==> src/rtl/fp_ftoi.sv <==
// Two-stage binary32 -> signed int32 converter with per-op rounding mode,
// saturation on overflow/NaN/Inf, and invalid/inexact flags.
module fp_ftoi #(
    parameter int DATA_WIDTH = 32
) (
    input  logic                  clk,
    input  logic                  rst_n,
    input  logic                  in_valid,
    output logic                  in_ready,
    input  logic [DATA_WIDTH-1:0] float_in,
    input  logic [1:0]            round_mode,
    output logic                  out_valid,
    input  logic                  out_ready,
    output logic [DATA_WIDTH-1:0] int_result,
    output logic                  flag_invalid,
    output logic                  flag_inexact
);

    localparam int EXP_WIDTH  = 8;
    localparam int MANT_WIDTH = 23;
    localparam int BIAS       = 127;

    localparam logic [1:0] RM_RNE = 2'b00;
    localparam logic [1:0] RM_RTZ = 2'b01;
    localparam logic [1:0] RM_RDN = 2'b10;
    localparam logic [1:0] RM_RUP = 2'b11;

    localparam logic [EXP_WIDTH-1:0] EXP_MAX   = '1;
    localparam logic [EXP_WIDTH-1:0] EXP_BIAS  = EXP_WIDTH'(BIAS);
    localparam logic [EXP_WIDTH-1:0] EXP_OVF   = EXP_WIDTH'(BIAS + 31);
    localparam logic [EXP_WIDTH-1:0] EXP_HALF  = EXP_WIDTH'(BIAS - 1);
    localparam logic [31:0]          INT_MAX   = 32'h7FFF_FFFF;
    localparam logic [31:0]          INT_MIN   = 32'h8000_0000;

    generate
        if (DATA_WIDTH != 32) begin : g_width_check
            $fatal(1, "fp_ftoi: DATA_WIDTH must be 32");
        end
    endgenerate

    // ------------------------------------------------------------------
    // Handshake
    // ------------------------------------------------------------------
    logic r_s1_valid;
    logic r_out_valid;
    logic w_adv;
    logic w_accept;

    assign w_adv      = !r_out_valid || out_ready;
    assign in_ready   = !r_s1_valid || w_adv;
    assign w_accept   = in_valid && in_ready;
    assign out_valid  = r_out_valid;

    // ------------------------------------------------------------------
    // Stage 1: unpack, classify, align
    // ------------------------------------------------------------------
    logic                  w_sign;
    logic [EXP_WIDTH-1:0]  w_exp;
    logic [MANT_WIDTH-1:0] w_frac;
    logic [MANT_WIDTH:0]   w_sig;
    logic [EXP_WIDTH-1:0]  w_e_unb;
    logic [54:0]           w_shift;
    logic                  w_frac_nz;

    logic        w_nan;
    logic        w_inf;
    logic        w_ovf_pre;
    logic [31:0] w_mag;
    logic        w_guard;
    logic        w_sticky;

    assign w_sign    = float_in[31];
    assign w_exp     = float_in[30:23];
    assign w_frac    = float_in[22:0];
    assign w_sig     = {1'b1, w_frac};
    assign w_frac_nz = |w_frac;
    assign w_e_unb   = w_exp - EXP_BIAS;
    // Value = w_shift * 2^-23: top bits are the integer part, low 23 the fraction.
    assign w_shift   = {31'b0, w_sig} << w_e_unb;

    always_comb begin
        w_nan     = 1'b0;
        w_inf     = 1'b0;
        w_ovf_pre = 1'b0;
        w_mag     = '0;
        w_guard   = 1'b0;
        w_sticky  = 1'b0;
        if (w_exp == EXP_MAX) begin
            w_nan = w_frac_nz;
            w_inf = !w_frac_nz;
        end else if (w_exp == '0) begin
            // Zero is exact; any denormal is a tiny nonzero fraction.
            w_sticky = w_frac_nz;
        end else if (w_exp >= EXP_OVF) begin
            if (w_sign && (w_exp == EXP_OVF) && !w_frac_nz) begin
                w_mag = INT_MIN;
            end else begin
                w_ovf_pre = 1'b1;
            end
        end else if (w_exp >= EXP_BIAS) begin
            w_mag    = w_shift[54:23];
            w_guard  = w_shift[22];
            w_sticky = |w_shift[21:0];
        end else if (w_exp == EXP_HALF) begin
            w_guard  = 1'b1;
            w_sticky = w_frac_nz;
        end else begin
            w_sticky = 1'b1;
        end
    end

    logic        r_s1_sign;
    logic [1:0]  r_s1_mode;
    logic        r_s1_nan;
    logic        r_s1_inf;
    logic        r_s1_ovf_pre;
    logic [31:0] r_s1_mag;
    logic        r_s1_guard;
    logic        r_s1_sticky;

    always_ff @(posedge clk or negedge rst_n) begin
        if (!rst_n) begin
            r_s1_valid   <= 1'b0;
            r_s1_sign    <= 1'b0;
            r_s1_mode    <= '0;
            r_s1_nan     <= 1'b0;
            r_s1_inf     <= 1'b0;
            r_s1_ovf_pre <= 1'b0;
            r_s1_mag     <= '0;
            r_s1_guard   <= 1'b0;
            r_s1_sticky  <= 1'b0;
        end else if (in_ready) begin
            r_s1_valid <= in_valid;
            if (w_accept) begin
                r_s1_sign    <= w_sign;
                r_s1_mode    <= round_mode;
                r_s1_nan     <= w_nan;
                r_s1_inf     <= w_inf;
                r_s1_ovf_pre <= w_ovf_pre;
                r_s1_mag     <= w_mag;
                r_s1_guard   <= w_guard;
                r_s1_sticky  <= w_sticky;
            end
        end
    end

    // ------------------------------------------------------------------
    // Stage 2: round, range check, pack
    // ------------------------------------------------------------------
    logic        w_inc;
    logic        w_lost;
    logic [32:0] w_mag_r;
    logic        w_ovf;
    logic        w_invalid;
    logic [31:0] w_result;

    assign w_lost = r_s1_guard || r_s1_sticky;

    always_comb begin
        w_inc = 1'b0;
        case (r_s1_mode)
            RM_RNE:  w_inc = r_s1_guard && (r_s1_sticky || r_s1_mag[0]);
            RM_RTZ:  w_inc = 1'b0;
            RM_RDN:  w_inc = r_s1_sign && w_lost;
            RM_RUP:  w_inc = !r_s1_sign && w_lost;
            default: w_inc = 1'b0;
        endcase
    end

    assign w_mag_r   = {1'b0, r_s1_mag} + {32'b0, w_inc};
    assign w_ovf     = r_s1_ovf_pre
                     || (!r_s1_sign && (w_mag_r > {1'b0, INT_MAX}))
                     || ( r_s1_sign && (w_mag_r > {1'b0, INT_MIN}));
    assign w_invalid = r_s1_nan || r_s1_inf || w_ovf;

    always_comb begin
        w_result = '0;
        if (r_s1_nan) begin
            w_result = INT_MAX;
        end else if (r_s1_inf || w_ovf) begin
            w_result = r_s1_sign ? INT_MIN : INT_MAX;
        end else if (r_s1_sign) begin
            w_result = (~w_mag_r[31:0]) + 32'd1;
        end else begin
            w_result = w_mag_r[31:0];
        end
    end

    logic [31:0] r_int_result;
    logic        r_flag_invalid;
    logic        r_flag_inexact;

    always_ff @(posedge clk or negedge rst_n) begin
        if (!rst_n) begin
            r_out_valid    <= 1'b0;
            r_int_result   <= '0;
            r_flag_invalid <= 1'b0;
            r_flag_inexact <= 1'b0;
        end else if (w_adv) begin
            r_out_valid <= r_s1_valid;
            if (r_s1_valid) begin
                r_int_result   <= w_result;
                r_flag_invalid <= w_invalid;
                r_flag_inexact <= w_lost && !w_invalid;
            end
        end
    end

    assign int_result   = r_int_result;
    assign flag_invalid = r_flag_invalid;
    assign flag_inexact = r_flag_inexact;

endmodule
==> config.mk <==
export PLATFORM = sky130hd
export DESIGN_NAME = fp_ftoi
export DESIGN_NICKNAME = d
export VERILOG_FILES = /design/src/rtl/fp_ftoi.sv
export SDC_FILE = /design/constraint.sdc
export NUM_CORES = 1
export LEC_CHECK = 0
export CAP_MARGIN = 20
export CORE_ASPECT_RATIO = 1.25
export CORE_MARGIN = 10
export CORE_UTILIZATION = 59
export CTS_CLUSTER_DIAMETER = 80
export DETAILED_ROUTE_END_ITERATION = 8
export PLACE_DENSITY = 0.81
export SLEW_MARGIN = 5
export SYNTH_ARGS = -nofsm -noshare
export SYNTH_HDL_FRONTEND = slang
export SYNTH_SLANG_ARGS = --single-unit
==> constraint.sdc <==
create_clock -name clk -period 5.95 [get_ports clk]
set_clock_uncertainty 0.1 [all_clocks]
set_input_delay 0.8925 -clock clk [delete_from_list [all_inputs] [get_ports clk]]
set_output_delay 0.8925 -clock clk [all_outputs]
set_load 0.03 [all_outputs]
; ---- After elaboration in Yosys (flattened, before gate mapping)
; Cells that the tools add are included.
[word_totals]
regBits = 76
latch_bits = 0
ram_bits = 0
mem_bits_ro = 0
out_inout_bits = 36
n_memories = 0
[op_classes]
add_sub_neg = 3
n_mul = 0
n_div = 0
n_lt_le_gt_ge = 4
eq_ne = 6
shift = 1
mux = 26
bitwise_logic = 1
reduce_logical = 29
[ops]
columns = cell, n
row1 = $mux W32, 9
row2 = $shl A24 B8 Y55, 1
row3 = $add A32 B1 Y33, 1
row4 = $gt A33 B31 Y1 const B, 1
row5 = $gt A33 B32 Y1 const B, 1
row6 = $add A32 B1 Y32 const B, 1
row7 = $not A32 Y32, 1
row8 = $reduce_or A23 Y1, 1
row9 = $reduce_or A22 Y1, 1
row10 = $eq A8 B8 Y1 const B, 2
row11 = $mux W1, 16
row12 = $logic_and A1 B1 Y1, 9
row13 = $logic_or A1 B1 Y1, 9
row14 = $eq A8 B7 Y1 const B, 1
row15 = $ge A8 B7 Y1 const B, 1
row16 = $ge A8 B8 Y1 const B, 1
row17 = $logic_not A8 Y1, 1
row18 = $sub A8 B7 Y8 const B, 1
row19 = $logic_not A1 Y1, 5
row20 = $eq A2 B2 Y1 const B, 2
row21 = $pmux W1 S4, 1
row22 = $reduce_and A2 Y1, 2
row23 = $eq A2 B1 Y1 const B, 1
row24 = $logic_not A2 Y1, 1

; ---- Depth between registers and ports, before layout
; Gate-level depths: netlist (run 1).
[depth]
ltp_word = 11
ltp_mapped = 18
mapped_depth_nobuf = 17

; ---- Least setup slack after synthesis (run 1)
; OpenSTA, ideal clock, no wires.
[synth_timing]
path_type = reg2reg
startpoint = register r_s1_sign
endpoint = register r_int_result[0], in the netlist int_result[0]
t_arrival_ps = 3986
setup_slack_ps = 1742
path_stages_with_launch = 18
synth_period_minus_slack_ps = 4208
cell_sequence = dfrtp_1 clkinv_1 nand2_1 o22ai_1 a211oi_1 ha_1 ha_1 clkbuf_1 nand4_1 clkbuf_1 nor4_1 nand4_1 o2bb2ai_1 o2111ai_1 o31ai_1 o2bb2ai_1 nand2_1 o221a_2
[synth_between]
elab_chain_len = 11
elab_cells_between_ends = 18
cone_classes = 2 x add/sub / 2 x order compare / 5 x mux / 1 x bitwise / 8 x reduce/logical
[synth_rtl]
columns = element, line_no
row1 = from (decl), 112  ; logic r_s1_sign;
row2 = from (signal assigned), 135  ; r_s1_sign <= w_sign;
row3 = $logic_not A1 Y1, "165, 172"
row4 = $logic_and A1 B1 Y1, 165  ; RM_RUP: w_inc = !r_s1_sign && w_lost;
row5 = $pmux W1 S4, 161  ; case (r_s1_mode)
row6 = $add A32 B1 Y33, 170  ; assign w_mag_r = {1'b0, r_s1_mag} + {32'b0, w_inc};
row7 = $gt A33 B31 Y1, 172  ; || (!r_s1_sign && (w_mag_r > {1'b0, INT_MAX}))
row8 = $logic_and A1 B1 Y1, 172
row9 = $logic_or A1 B1 Y1, 172
row10 = $logic_or A1 B1 Y1, 173  ; || ( r_s1_sign && (w_mag_r > {1'b0, INT_MIN}));
row11 = $logic_or A1 B1 Y1, 180  ; end else if (r_s1_inf || w_ovf) begin
row12 = $mux W32 *, 180
row13 = $mux W32 *, 178  ; if (r_s1_nan) begin
row14 = to (signal assigned), 202  ; r_int_result <= w_result;
row15 = to (decl), 189  ; logic [31:0] r_int_result;
; Mark *: on every way between the ends. The rest lies on a longest branch, timed or not.
; A chain may end at the register's enable or synchronous reset.

; ---- Worst setup path in the final report (run 1)
[layout_timing]
startpoint = register r_s1_sign
endpoint = register r_int_result[18], in the netlist int_result[18]
; The elaborated chain is that of the path after synthesis.

==> run summary, run 1 <==
Status - finished, final reports clean
Hold-fix buffers, CTS - 0
Area occupied by registers - 1902 um^2
Post-Synth XOR/XNOR Area - 0.07510
Fin. max-slew vios - 0
Maxcap violations - 0
Net count after synthesis - 983
Hold Slack - 397.6 ps
I/O Buffers - 73
Crit start category - flip-flop
Num ports - 74
Placed Cells - 1121
Worst EP arrival - 5190 ps
CTS Buffer Depth - 2
Filler Cells Inserted - 1085
Mapped Area - 7347 um^2
CTS tree - built
DR iter-0 viols - 635
DR WL/cell - 20.44 um
Num CTS Buffers - 9
Post-synthesis instance total - 938
Clock Sink Count - 76
Area delta synth->final - 14.48%
RSZ-0062 raised after global routing - no
Leading area contributor after synthesis - dfrtp_1
Setup bufs post-CTS - 0
Final WS setup - 889.5 ps
Final Core Density - 0.6916
CP endpoint kind - flip-flop
Post-synthesis cell type count - 77
Core Rows - 45
Remaining global-route overflow - 0
Synth cell count leaders - nand2_1, nor2_1, dfrtp_1
Initial antenna violation count - 0
Leak Pwr - 3.167 nW
Async set-reset flop share out of synthesis - 1.000
Vias - 7647
Ys Warns - 0
Setup tns final - 0 ps
Synth top area cells - dfrtp_1, nand2_1, xnor2_1
Post-synth EDFFs - 0
Clock latency on the worst-skew pair - 340 ps
Part of the Yosys area used for sequential elements - 0.2589
Multi-input gate area - 5071 um^2
Total wire length - 23.24 mm
Via/cell ratio - 6.726
DRC - 0
Max_slew headroom - 0.2960
DR pass1 iterations - 7
Post-Place Worst Slack - 1004 ps
Final Hold Vio Count - 0
Post-synthesis adder-cell area fraction - 0.01192
Main combinational cell family by area after synthesis - simple AND/OR/NAND/NOR gates
CTS clock-pin slew for the worst setup and hold paths - 60 ps
CTS H-tree lvls - 3
Power Dens Cells - 267.9 nW/um^2
Tmin final - 5060 ps
First-pass GRT wire length - 37.23 mm
Final Non-Filler Cells - 1137
HPWL Detailed - 17.84 mm
Synth Flop Type - dfrtp_1
Post-Syn Area per Cell - 7.833 um^2
Compound-Gate Fraction of Synth Area - 0.2759
Die width - 119.8 um
Routability cong. - 0.9917
Largest net degree at the start of global routing - 77
Post-synth top area share - 0.2589
NumNets Final - 1013
Share of cells above drive strength 1 - 0.09353
Post-cts gate resize count - 0
Crit path max fanout - 9
GRT Total Usage - 0.2620
Yosys reg bits - 76
Initial Utilization - 0.6041
Ant. Diodes - 0
Hold Path Class - reg2reg
Die area - 17340 um^2
ANT nets after route - 0
Period utilisation layout - 0.8505
Path type of the worst setup path - reg2reg
Post-synthesis simple-gate area fraction - 0.2829
Slew @ Worst Pin - 1056 ps
Finish-stage setup viols - 0
Mux cell area share after synthesis - 0.04206
Maximum vdd ir drop - 0.1797 mV
Count leader, synth - nand2_1
Core box area - 12160 um^2
Worst EP required - 6070 ps
Die extent in y - 144.8 um
Root Driver - clkbuf_16
Vias in the first global route - 7199
Maximum clock frequency - 0.1976 GHz
[power breakdown]
part           internal, W  switching (W)
clock network     0.000283       0.000212
registers         0.000614      0.0000728
logic             0.000442       0.000630
total              0.00134       0.000915
[kinds of logic (layout without fill, tap and decap cells)]
kind of cell	Yosys count	after routing
compound gates	281	281
flops	76	76
mux	26	26
buf+inv	93	128
fa+ha+maj	7	7
xor+xnor	63	63
simple gates	392	392
[through the flow]
step | cell area (um^2) | total power [W]
6_report | 8411 | 0.002253
2_1_floorplan | 7347 | 0.001375
3_5_place_dp | 8139 | 0.001759
5_1_grt | 8411 | 0.002371
3_3_place_gp | 8139 | 0.001737
4_1_cts | 8411 | 0.002254
[state kept, by name, indices dropped and copies added, names as in the netlist]
signal,cells
int_result,32
r_s1_mag,32
r_s1_mode,2
flag_inexact,1
flag_invalid,1
out_valid,1
r_s1_guard,1
r_s1_inf,1
r_s1_nan,1
r_s1_ovf_pre,1
r_s1_sign,1
r_s1_sticky,1
r_s1_valid,1
[per-layer routing]
layer,part of all wire,track usage,vias to the layer above
met4,0.074,0.1959,0
met2,0.49,0.4495,370
met1,0.38,0.2891,3551
li1,-,-,3627
met5,0,0,-
met3,0.060,0.04031,99
[cell usage in the layout, fill, tap and decap left out, types with 11 or more instances in the layout]
cell,n
nand2_1,109
nor2_1,80
dfrtp_1,76
clkdlybuf4s50_1,72
o21ai_0,58
a21oi_1,47
nand4_1,41
xnor2_1,38
nand3_1,34
nor3_1,29
buf_4,24
xor2_1,23
a31oi_1,21
nor4_1,17
and3_1,16
o22ai_1,15
inv_1,15
mux2i_1,14
and4_1,13
o211ai_1,13
a211oi_2,11
a22o_1,11
[layout make-up]
type / count / share of cell area
clock buffers: 11 / 0.02767
multi-input cells: 769 / 0.6029
inverters: 16 / 0.007141
clock inverters: 5 / 0.004612
flip-flops and latches: 76 / 0.2261
repair buffers: 96 / 0.1071
well taps: 164 / 0.02440
[final timing paths]
check                        startpoint             end  slack [ps]  cells after the start
max                           r_s1_sign  int_result[18]         890                     17
min                        flag_invalid    flag_invalid         400                      1
max reg2reg                   r_s1_sign  int_result[18]         890                     17
min reg2reg                flag_invalid    flag_invalid         400                      1
max in group asynchronous         rst_n     r_s1_mag[9]        4550                      1
min in group asynchronous         rst_n   int_result[8]         550                      1
[worst max-delay path: stages (launching register included)]
cell and delay, ps:
dfrtp_1 340, clkinv_1 250, nand2_1 160, o22ai_1 90, a211oi_1 230, ha_1 390
ha_1 320, inv_1 120, ha_1 230, or4b_2 590, o31ai_1 180, o21ai_0 230
nor2_1 300, nand3_1 240, o31ai_1 320, o2bb2ai_1 270, nand2_1 270, o221a_2 300
Note: power is estimated with default switching activity, not from simulation.
==> inputs of run 2 (changes only) <==
Settings changed: CORE_UTILIZATION 59 to 60, CTS_BUF_LIST set to sky130_fd_sc_hd__clkbuf_4 sky130_fd_sc_hd__clkbuf_8, PLACE_DENSITY 0.81 to 0.82, SETUP_SLACK_MARGIN set to 0.5.
==> run summary, run 2 (synthesis results as in run 1) <==
Finish-stage setup viols - 0 (unchanged)
Commonest non-fill, non-tap cell in the layout - nand2_1
CTS Buffer Depth - 2 (unchanged)
Fin. max-slew vios - 0 (unchanged)
Clock Sink Count - 76 (unchanged)
Share of cells above drive strength 1 - 0.09194 (-0.001583)
Initial antenna violation count - 0 (unchanged)
Remaining global-route overflow - 0 (unchanged)
GRT Total Usage - 0.2677 (+0.005665)
CTS tree - built
NumNets Final - 1009 (-0.39%)
CTS H-tree lvls - 3 (unchanged)
HPWL Detailed - 17.91 mm (+0.40%)
Clock latency on the worst-skew pair - 370 ps (+30 ps)
Worst EP required - 6100 ps (+30 ps)
Cell-internal power - 0.001393 W (+4.1%)
I/O Buffers - 73 (unchanged)
Hold Path Class - reg2reg
CP most frequent cell - ha_1
Worst stage delay on the critical path - 620 ps (+30 ps)
Clock network fraction of total power - 0.233 (+0.014)
Max_slew headroom - 0.2823 (-0.01377)
Initial Utilization - 0.6098 (+0.005646)
Worst EP arrival - 5160 ps (-30 ps)
CP Cell Sequence - clkinv_1 > nand2_1 > o22ai_1 > a211oi_1 > ha_1 > ha_1 > inv_1 > ha_1 > or4b_2 > o31ai_1 > o21ai_0 > nor2_1 > nand3_1 > o31ai_1 > o2bb2ai_1 > nand2_1 > o221a_2
Period utilisation layout - 0.8409 (-0.009565)
Hold-fix buffers, CTS - 0 (unchanged)
Crit start category - flip-flop
Die extent in y - 143.7 um (-0.72%)
Logic gate share of total power - 0.469 (-0.007)
Core Rows - 45 (unchanged)
Maximum clock frequency - 0.1999 GHz (+1.1%)
RSZ-0062 raised after global routing - no
DR WL/cell - 20.88 um (+2.1%)
Setup tns final - 0 ps (unchanged)
CP delay by family, top - compound AO/OA/AOI/OAI gates
Maxcap violations - 0 (unchanged)
Area delta synth->final - 14.17%
Die area - 17100 um^2 (-1.4%)
Most frequent cells in the layout - nand2_1, nor2_1, dfrtp_1
Tmin final - 5004 ps (-56.91 ps)
CP max stage cell - or4b_2
Buf+Inv Stages, Crit Path - 2 (unchanged)
Num CTS Buffers - 9 (unchanged)
Root Driver - clkbuf_8
CTS clock-pin slew for the worst setup and hold paths - 80 ps (+20 ps)
Vias in the first global route - 7210 (+0.15%)
Switching share of power - 0.3931 (-0.01303)
DR iter-0 viols - 777 (+22%)
DR pass1 iterations - 5 (-2)
Largest net degree at the start of global routing - 77 (unchanged)
Vias - 7775 (+1.7%)
Maximum vdd ir drop - 0.1629 mV (-9.3%)
Die width - 119.0 um (-0.70%)
ANT nets after route - 0 (unchanged)
Flop pwr share - 0.298 (-0.007)
Hold Slack - 391.5 ps (-6.022 ps)
Status - finished, final reports clean
Via/cell ratio - 6.868 (+2.1%)
Leak Pwr - 3.170 nW (about the same)
Path type of the worst setup path - reg2reg
Net switching power - 0.0009024 W (-1.4%)
Post-cts gate resize count - 0 (unchanged)
Final Core Density - 0.6962 (+0.004594)
Power Dens Cells - 273.7 nW/um^2 (+2.2%)
Ant. Diodes - 0 (unchanged)
CP endpoint kind - flip-flop
Slew @ Worst Pin - 1077 ps (+20.66 ps)
First-pass GRT wire length - 37.57 mm (+0.91%)
DRC - 0 (unchanged)
Setup bufs post-CTS - 0 (unchanged)
Total wire length - 23.64 mm (+1.7%)
Routability cong. - 0.9759 (-1.6%)
Core box area - 12050 um^2 (-0.93%)
Crit path max fanout - 9 (unchanged)
Num ports - 74 (unchanged)
Final Hold Vio Count - 0 (unchanged)
## run 2: cell types whose count changed in the layout (fill, tap and decap cells not counted), moves of 2 or more
cell	previous run	this run
buf_4	24	20
bufinv_16	0	4
clkbuf_1	2	0
clkbuf_16	9	0
clkbuf_8	0	11
clkinvlp_4	4	0
## run 2: tightest hold or removal path, stage by stage, from the launching register on
cell and delay [ps]:
dfrtp_1 350, nand2_1 50, o31ai_1 50
## run 2: path summary, 6_finish.rpt
check | start | end | slack, ps | cells past startpoint
setup / recovery | r_s1_sign | int_result[6] | 950 | 17
hold / removal | r_s1_inf | r_s1_inf | 390 | 2
setup reg to reg | r_s1_sign | int_result[6] | 950 | 17
hold reg to reg | r_s1_inf | r_s1_inf | 390 | 2
max in group asynchronous | rst_n | r_s1_mag[22] | 4590 | 1
min in group asynchronous | rst_n | int_result[10] | 520 | 1
## run 2: layout make-up
cell class,instances,area (um^2)
clock buffers,11,151.4
fillers,1013,3661
well taps,164,205.2
clock inverters,4,120.1
flip-flops and latches,76,1902
multi-input cells,769,5079
inverters,16,60.06
repair buffers,92,870.8
## run 2: through the flow
stage	setup slack, ps	power (W)	std cells	area (um^2)
after floorplan	1742	0.001375	938	7347
after global placement	1190	0.001738	1117	8117
after detailed placement	1096	0.001758	1117	8117
after CTS	1056	0.002290	1132	8388
after global routing	739.7	0.002410	1132	8388
final	946.4	0.002296	1132	8388
## run 2: power by group through the flow
stage	Combinational, W	Clock (W)	Sequential (W)
3_3_place_gp	0.00105	0	0.000687
3_5_place_dp	0.00106	0	0.000693
4_1_cts	0.00107	0.000536	0.000683
2_1_floorplan	0.000531	0	0.000845
6_report	0.00108	0.000534	0.000684
5_1_grt	0.00115	0.000560	0.000698
## run 2: metal layers
| metal | up-vias | GRT usage | routed length [um] |
|---|---|---|---|
| li1 | 3620 | - | - |
| met1 | 3599 | 0.2921 | 8732 |
| met2 | 447 | 0.4607 | 11570 |
| met3 | 109 | 0.04945 | 1710 |
| met4 | 0 | 0.1919 | 1619 |
| met5 | - | 0 | 0 |
==> inputs of run 3 (changes only) <==
Clock period 5.95 ns to 4.65 ns, I/O delays scaled along.
==> run summary, run 3 (synthesis results as in run 1) <==
Uppermost layer routed - met4
Die extent in y - 143.7 um (unchanged)
Met2 routed WL - 11.78 mm (+1.8%)
CTS tree - built
Path type of the worst setup path - reg2reg
Fin. max-slew vios - 0 (unchanged)
Switching share of power - 0.4147 (+0.02160)
DR iter-0 viols - 953 (+23%)
Flop pwr share - 0.300 (+0.002)
DRC - 0 (unchanged)
Hold Path Class - in2async
CTS Buffer Depth - 2 (unchanged)
Power Dens Cells - 330.1 nW/um^2 (+21%)
Post-Place Worst Slack - -58.84 ps (-1155 ps)
Share of cells above drive strength 1 - 0.1527 (+0.06075)
Die width - 119.0 um (unchanged)
Placed Area - 8245 um^2 (+1.6%)
Routability cong. - 0.9888 (+1.3%)
Num CTS Buffers - 9 (unchanged)
Most frequent cells in the layout - nand2_1, nor2_1, dfrtp_1
Leak Pwr - 3.380 nW (+6.6%)
CTS clock-pin slew for the worst setup and hold paths - 80 ps (about the same)
Logic gate share of total power - 0.519 (+0.050)
Via/cell ratio - 6.907 (+0.57%)
Cell-internal power - 0.001711 W (+23%)
Root Driver - clkbuf_8
Clock Sink Count - 76 (unchanged)
Filler Cells Inserted - 942 (-7.0%)
Vias - 8054 (+3.6%)
First-pass GRT wire length - 37.87 mm (+0.81%)
Clock network fraction of total power - 0.182 (-0.051)
Final Non-Filler Cells - 1166 (+3.0%)
Period utilisation layout - 0.8946 (+0.05369)
Remaining global-route overflow - 0 (unchanged)
GRT Total Usage - 0.2662 (-0.001519)
I/O Buffers - 73 (unchanged)
DR WL/cell - 21.02 um (+0.68%)
Finish-stage setup viols - 0 (unchanged)
RSZ-0062 raised after global routing - yes
Worst EP arrival - 4320 ps (-840 ps)
Final Hold Vio Count - 0 (unchanged)
Area delta synth->final - 20.54%
ANT nets after route - 0 (unchanged)
Core box area - 12050 um^2 (unchanged)
Clock latency on the worst-skew pair - 370 ps (about the same)
Crit path max fanout - 9 (unchanged)
Total wire length - 24.51 mm (+3.7%)
CP endpoint kind - flip-flop
Setup tns final - 0 ps (unchanged)
Worst EP required - 4810 ps (-1290 ps)
Maxcap violations - 0 (unchanged)
Placed Cells - 1133 (+1.4%)
Net switching power - 0.001212 W (+34%)
Ant. Diodes - 0 (unchanged)
Metal1 wirelength - 9.113 mm (+4.4%)
Core Rows - 45 (unchanged)
Crit start category - flip-flop
Die area - 17100 um^2 (unchanged)
Initial Utilization - 0.6098 (unchanged)
HPWL Detailed - 17.96 mm (+0.25%)
Commonest non-fill, non-tap cell in the layout - nand2_1
Vias in the first global route - 7450 (+3.3%)
Maximum vdd ir drop - 0.1867 mV (+15%)
Slew @ Worst Pin - 917.6 ps (-159.0 ps)
DR WL met3 - 1.665 mm (-2.6%)
Max_slew headroom - 0.3883 (+0.1060)
Initial antenna violation count - 0 (unchanged)
Hold-fix buffers, CTS - 0 (unchanged)
Num ports - 74 (unchanged)
Cell area after layout - 8856 um^2 (+5.6%)
Largest net degree at the start of global routing - 77 (unchanged)
NumNets Final - 1044 (+3.5%)
Status - finished, final reports clean
DR pass1 iterations - 5 (unchanged)
Maximum clock frequency - 0.2404 GHz (+20%)
Tmin final - 4160 ps (-843.6 ps)
Final WS setup - 490.0 ps (-456.4 ps)
CTS H-tree lvls - 3 (unchanged)
-- run 3: power by group through the flow --
stage                     clock [W]  sequential [W]  combinational (W)
after global routing       0.000559        0.000893            0.00161
after global placement            0        0.000878            0.00135
final                      0.000531        0.000877            0.00152
after floorplan                   0         0.00108           0.000679
after CTS                  0.000529        0.000873            0.00141
after detailed placement          0        0.000885            0.00137
-- run 3: layer usage --
| layer | vias up | global-route usage |
|---|---|---|
| met5 | - | 0 |
| met4 | 0 | 0.2164 |
| met3 | 130 | 0.05024 |
| met2 | 482 | 0.4501 |
| met1 | 3763 | 0.2868 |
| li1 | 3679 | - |
-- run 3: path summary, 6_finish.rpt --
kind / start / to / slack [ps] / depth (start not counted)
worst max-delay path: r_s1_sign / int_result[29] / 490 / 16
worst min-delay path: rst_n / int_result[3] / 370 / 1
worst max register to register: r_s1_sign / int_result[29] / 490 / 16
worst min register to register: flag_invalid / flag_invalid / 400 / 1
max in group asynchronous: rst_n / r_s1_mag[29] / 3490 / 1
min in group clk: flag_invalid / flag_invalid / 400 / 1
-- run 3: final cells by class --
type | count | area (um^2) | area share
Tap cell | 164 | 205.2 | 0.02317
Inverter | 16 | 60.06 | 0.006782
Clock buffer | 9 | 123.9 | 0.01399
Sequential cell | 76 | 1902 | 0.2147
Timing Repair Buffer | 126 | 1151 | 0.1300
Multi-Input combinational cell | 770 | 5335 | 0.6024
Clock inverter | 5 | 78.83 | 0.008901
-- run 3: repair_timing --
item                                    CTS  global route
endpoints found under the hold margin     0             0
pin swaps                                 6            13
buffers inserted                          4            14
cloned                                    1             0
endpoints found under the setup margin   34            35
gates resized for setup                  19            25
-- run 3: critical path, stage by stage, from the launching register on --
cell	delay (ps)
dfrtp_1	380
clkinv_1	50
nand2_1	70
o22ai_1	170
a211oi_2	110
ha_4	180
ha_1	190
buf_4	170
and3_1	270
nor4_1	420
o211ai_1	310
a211oi_4	430
and2_4	260
nand3_1	180
o41ai_2	410
xnor2_1	110
o221a_2	230
-- run 3: stage by stage --
step / hold slack, ps / total power [W] / util
floorplan: 301.9 / 0.001760 / -
global placement: 367.1 / 0.002227 / 0.6843
detailed placement: 380.7 / 0.002253 / 0.6843
CTS: 398.3 / 0.002808 / 0.7115
global route: 427.9 / 0.003058 / 0.7350
finish: 373.5 / 0.002924 / 0.7350
